### config.mk
export PLATFORM = sky130hd
export DESIGN_NAME = serial_add_ctrl
export DESIGN_NICKNAME = d
export VERILOG_FILES = /design/src/rtl/serial_add_ctrl_pkg.sv /design/src/rtl/serial_add_ctrl_add1b.sv /design/src/rtl/serial_add_ctrl.sv
export SDC_FILE = /design/constraint.sdc
export NUM_CORES = 1
export LEC_CHECK = 0
export CORE_MARGIN = 1
export CORE_UTILIZATION = 50
export DETAILED_ROUTE_END_ITERATION = 12
export HOLD_SLACK_MARGIN = 0.03
export PLACE_DENSITY = 0.8
export SYNTH_ARGS = -nofsm -noshare
export SYNTH_HDL_FRONTEND = slang
export SYNTH_SLANG_ARGS = --single-unit
### constraint.sdc
create_clock -name clk -period 2.8 [get_ports clk]
set_input_delay 0.7 -clock clk [delete_from_list [all_inputs] [get_ports clk]]
set_output_delay 0.7 -clock clk [all_outputs]
set_load 0.005 [all_outputs]
### src/rtl/serial_add_ctrl_pkg.sv
// Shared definitions for the bit-serial adder controller: FSM state encodings
// and the default operand width.
package serial_add_ctrl_pkg;

   localparam int DEFAULT_WIDTH = 8;

   typedef enum logic [1:0] {
      IDLE = 2'd0,
      RUN  = 2'd1,
      DONE = 2'd2
   } state_t;

endpackage

### src/rtl/serial_add_ctrl_add1b.sv
// Single-bit full-adder cell; the controller reuses it once per operand bit.
module add1b (
   input  logic a,
   input  logic b,
   input  logic ci,
   output logic r,
   output logic co
);

   assign r  = a ^ b ^ ci;
   assign co = (a & b) | (ci & (a ^ b));

endmodule

### src/rtl/serial_add_ctrl.sv
// Bit-serial adder controller: feeds one add1b cell LSB-first for WIDTH cycles,
// linking the cycles through a registered carry, with a start/done handshake.
module serial_add_ctrl
   import serial_add_ctrl_pkg::*;
#(
   parameter int WIDTH = DEFAULT_WIDTH
) (
   input  logic             clk,
   input  logic             rst,
   input  logic             start,
   input  logic [WIDTH-1:0] a,
   input  logic [WIDTH-1:0] b,
   input  logic             ci,
   output logic             busy,
   output logic             done,
   output logic [WIDTH-1:0] sum,
   output logic             co,
   output logic             ovf
);

   localparam int              CNT_W    = $clog2(WIDTH);
   localparam logic [CNT_W-1:0] LAST_CNT = CNT_W'(WIDTH - 1);
   localparam logic [CNT_W-1:0] CNT_ONE  = CNT_W'(1);

   state_t             state_r;
   state_t             state_s;
   logic               load_s;
   logic               run_s;
   logic               last_s;
   logic [WIDTH-1:0]   sa_r;
   logic [WIDTH-1:0]   sb_r;
   logic               carry_r;
   logic [CNT_W-1:0]   cnt_r;
   logic               cell_r_s;
   logic               cell_co_s;

   add1b u_add1b (
      .a  (sa_r[0]),
      .b  (sb_r[0]),
      .ci (carry_r),
      .r  (cell_r_s),
      .co (cell_co_s)
   );

   // Next-state decode plus load/shift/last-bit strobes for the datapath.
   always_comb begin
      state_s = state_r;
      load_s  = 1'b0;
      run_s   = 1'b0;
      last_s  = 1'b0;
      case (state_r)
         IDLE: begin
            if (start) begin
               state_s = RUN;
               load_s  = 1'b1;
            end else begin
               state_s = IDLE;
            end
         end
         RUN: begin
            run_s = 1'b1;
            if (cnt_r == LAST_CNT) begin
               last_s  = 1'b1;
               state_s = DONE;
            end else begin
               state_s = RUN;
            end
         end
         DONE: begin
            if (start) begin
               state_s = RUN;
               load_s  = 1'b1;
            end else begin
               state_s = IDLE;
            end
         end
         default: begin
            state_s = IDLE;
         end
      endcase
   end

   // State register; busy/done are registered from the next state.
   always_ff @(posedge clk) begin
      if (rst) begin
         state_r <= IDLE;
         busy    <= 1'b0;
         done    <= 1'b0;
      end else begin
         state_r <= state_s;
         busy    <= (state_s == RUN);
         done    <= (state_s == DONE);
      end
   end

   // Operand shifters, carry chain, bit counter and result registers.
   always_ff @(posedge clk) begin
      if (rst) begin
         sa_r    <= '0;
         sb_r    <= '0;
         carry_r <= 1'b0;
         cnt_r   <= '0;
         sum     <= '0;
         co      <= 1'b0;
         ovf     <= 1'b0;
      end else if (load_s) begin
         sa_r    <= a;
         sb_r    <= b;
         carry_r <= ci;
         cnt_r   <= '0;
         sum     <= '0;
      end else if (run_s) begin
         sa_r    <= {1'b0, sa_r[WIDTH-1:1]};
         sb_r    <= {1'b0, sb_r[WIDTH-1:1]};
         sum     <= {cell_r_s, sum[WIDTH-1:1]};
         carry_r <= cell_co_s;
         cnt_r   <= cnt_r + CNT_ONE;
         // On the MSB step carry_r still holds the carry into the MSB.
         if (last_s) begin
            co  <= cell_co_s;
            ovf <= carry_r ^ cell_co_s;
         end
      end
   end

endmodule
==> Implementation_results.wiki <==
{| class="wikitable"
! Metric !! Value
|-
| Result of the run || completed
|-
| Number of antenna violations at the first check in global routing || 0
|-
| TritonCTS Buffers || 5
|-
| Total of hold buffers inserted after clock tree synthesis || 0
|-
| Number of global-route vias before repair || about 1,000
|-
| Initial DRT Pass Iterations || 4
|-
| Number of instances resized during post-cts repair || 0
|-
| CP Max Fanout || 3
|-
| Synthesis-to-finish area growth || 26.4%
|-
| Global routing usage summed across all routing layers || 21.2%
|-
| Number of placement rows || 18
|-
| Synth Instances || 153
|-
| Placed cell count || 205
|-
| Count of non-filler cells in the finished layout || 213
|-
| Core footprint || roughly 2500 µm²
|-
| Fillers || 202
|-
| Most frequent cells in the layout || dfxtp_1, nand2_1, clkdlybuf4s50_1
|-
| Initial cell density of the core || 53.4%
|-
| Startpoint type of the worst setup path || register
|-
| Crit share post-route || 68.1%
|-
| Clock latency reported for the late side of the worst-skew pair || about 330 ps
|-
| Sequential fraction of the synthesis area || about half
|-
| Most common cell after layout, fill and taps aside || dfxtp_1
|-
| Critical path required time || between 2000 and 2500 ps
|-
| Setup violation total in the final timing report || 0
|-
| Net total in the final layout || roughly 200
|-
| Leak || 0.606 nW
|-
| Average size of a mapped cell || 8.72 µm²
|-
| Yosys synthesis warning count || 0
|-
| Mux share of post-synthesis cell area || 0.750%
|-
| Fmax achieved || 525 MHz
|-
| Detailed router's first-iteration violation count || 33
|-
| DRC violation count after routing || 0
|-
| Diodes inserted || 0
|-
| CP bufs+invs || 1
|-
| Placer Congestion || about 0.71
|-
| Simple-gate area share of the yosys netlist || 23.0%
|-
| Final hold viol count || 0
|-
| Crit path arrival time || approximately 1200 ps
|-
| Netlist area before placement || 1330 µm²
|-
| Clock Skew || 9.63 ps
|-
| Reg-to-reg setup timing slack || 1100 ps
|-
| DR WL/cell || ~13 µm
|-
| Library cell contributing the largest single delay on the critical path || clkdlybuf4s50_1
|-
| Total of flip-flops plus latches after synthesis || 34
|-
| Count of max-cap constraint violations || 0
|-
| Number of buffers inserted by port buffering || 31
|-
| Area share of xor/xnor cells in the synthesized design || 1.31%
|-
| Post-CTS Setup Bufs || 0
|-
| Root buffer selected by CTS || clkbuf_4
|-
| Floorplan die area || 2880 µm²
|-
| Level count of the clock H-tree || 2
|-
| Clock edge transition at the registers on the reported setup and hold paths || 100 ps
|-
| Largest family of logic cells by synthesized area || simple AND/OR/NAND/NOR gates
|-
| Worst Setup Path Type || reg2out
|-
| Final antenna-violating net count || 0
|-
| Leftover overflow at the end of global routing || 0
|-
| Number of slew-limit violations in the final report || 0
|-
| Power density cells || 555 nW/µm²
|-
| Unrepaired setup endpoints after global routing || no
|-
| Post-detail-place hpwl || 1.86 mm
|-
| Worst hold-check path type || reg2reg
|-
| Fraction of final layout cells with drive strength greater than 1 || between 5 and 6%
|-
| Distinct cell type count after synthesis || 24
|-
| Series of cell instances along the critical path || clkdlybuf4s50_1
|-
| Adder-Cell Fraction of Synth Area || 3.38%
|-
| Routed wire length || 2.76 mm
|-
| Delay contributed by the slowest stage of the critical path || 510 ps
|-
| Maximum count of clock buffers along a single path || 2
|-
| Slew headroom || roughly a third
|-
| Top cell family by delay on the critical path || buffers and inverters
|-
| Post-Synthesis Net Count || 176
|-
| Setup tns final || 0 ps
|-
| Post-detailed-route via-to-cell ratio || 5.52
|-
| Die X || ~54 µm
|-
| Total I/O pin count || 32
|-
| Final worst path period need || 1910 ps
|-
| Wire length of the first global-routing pass || 4.31 mm
|-
| CTS Sinks || 34
|-
| Floorplan die height || approximately 54 µm
|-
| Capturing element type of the critical path || output port
|-
| Largest net degree at the start of global routing || 30
|-
| Clock tree from TritonCTS || yes
|-
| Compound-cell area share of the yosys netlist || 14.6%
|-
| Peak VDD IR || between 400 and 500 µV
|-
| Actual slew at the worst max-slew pin || just under 1000 ps
|-
| Vias || 1,176
|}
## routing by layer
metal	vias to the layer above	share of wire, %	global-route usage [%]
met2	45	48	36.0
met4	0	1.3	7.89
met1	541	46	24.3
li1	586	-	-
met5	-	0	0
met3	4	5.3	7.63
## state kept, by name (all words and copies together), names as in the netlist, 2 cells and up
name / count
sum: 8
state_r: 2
sb_r: 8
sa_r: 8
cnt_r: 3
## logic make-up after synthesis
family	count (synthesis)
AO/OA/AOI/OAI	32
XOR/XNOR	2
adder cells (fa/ha/maj)	3
buffers and inverters	12
flip-flops	34
multiplexers	1
AND/OR/NAND/NOR	69
## power by group
| part | switching [mW] | internal [mW] | total [mW] |
|---|---|---|---|
| Clock | 0.158 | 0.122 | 0.279 |
| Sequential | 0.0170 | 0.510 | 0.527 |
| Combinational | 0.0659 | 0.0625 | 0.128 |
## cell usage after synthesis
| cell | n | area, µm² |
|---|---|---|
| xor2_1 | 1 | 8.76 |
| dfxtp_1 | 34 | 681 |
| a311oi_1 | 4 | 35.0 |
| buf_4 | 6 | 45.0 |
| or2b_1 | 1 | 7.51 |
| buf_6 | 1 | 11.3 |
| nand2b_1 | 2 | 12.5 |
| nor2b_1 | 1 | 6.26 |
| and2b_1 | 1 | 7.51 |
| nor3_1 | 17 | 85.1 |
| xnor2_1 | 1 | 8.76 |
| nand3b_1 | 1 | 7.51 |
| ha_1 | 2 | 25.0 |
| nand2_1 | 31 | 116 |
| a22oi_1 | 3 | 22.5 |
| o22ai_1 | 8 | 50.1 |
| o21a_1 | 1 | 7.51 |
| fa_1 | 1 | 20.0 |
| a21oi_1 | 16 | 80.1 |
| nand3_1 | 6 | 30.0 |
| buf_2 | 3 | 15.0 |
| nor2_1 | 9 | 33.8 |
| clkbuf_1 | 2 | 7.51 |
| mux2i_1 | 1 | 10.0 |
## per-stage QoR
stage	utilization (%)	power (mW)	setup WS [ps]	hold slack, ps	instance area [µm²]
after floorplan	-	0.624	1380	440	1330
after global placement	65.0	0.661	643	440	1630
after detailed placement	65.0	0.665	619	447	1630
after CTS	67.4	0.940	884	469	1690
after global routing	67.4	0.977	813	494	1690
final	67.4	0.935	894	468	1690
## final timing paths
kind,end,start,cells after the start
max,sum[2],sum[2],1
min,sum[0],sum[0],2
max reg2reg,sa_r[6],state_r[0],3
min reg2reg,sum[0],sum[0],2
## cell type report
cell class | instances | area [µm²] | area share [%]
Sequential cell | 34 | 681 | 40.4
Multi-Input combinational cell | 107 | 574 | 34.1
Timing Repair Buffer | 34 | 333 | 19.7
Clock buffer | 7 | 55.1 | 3.27
Tap cell | 30 | 37.5 | 2.23
Clock inverter | 1 | 5.00 | 0.297
Power figures use the tool's default switching activity.
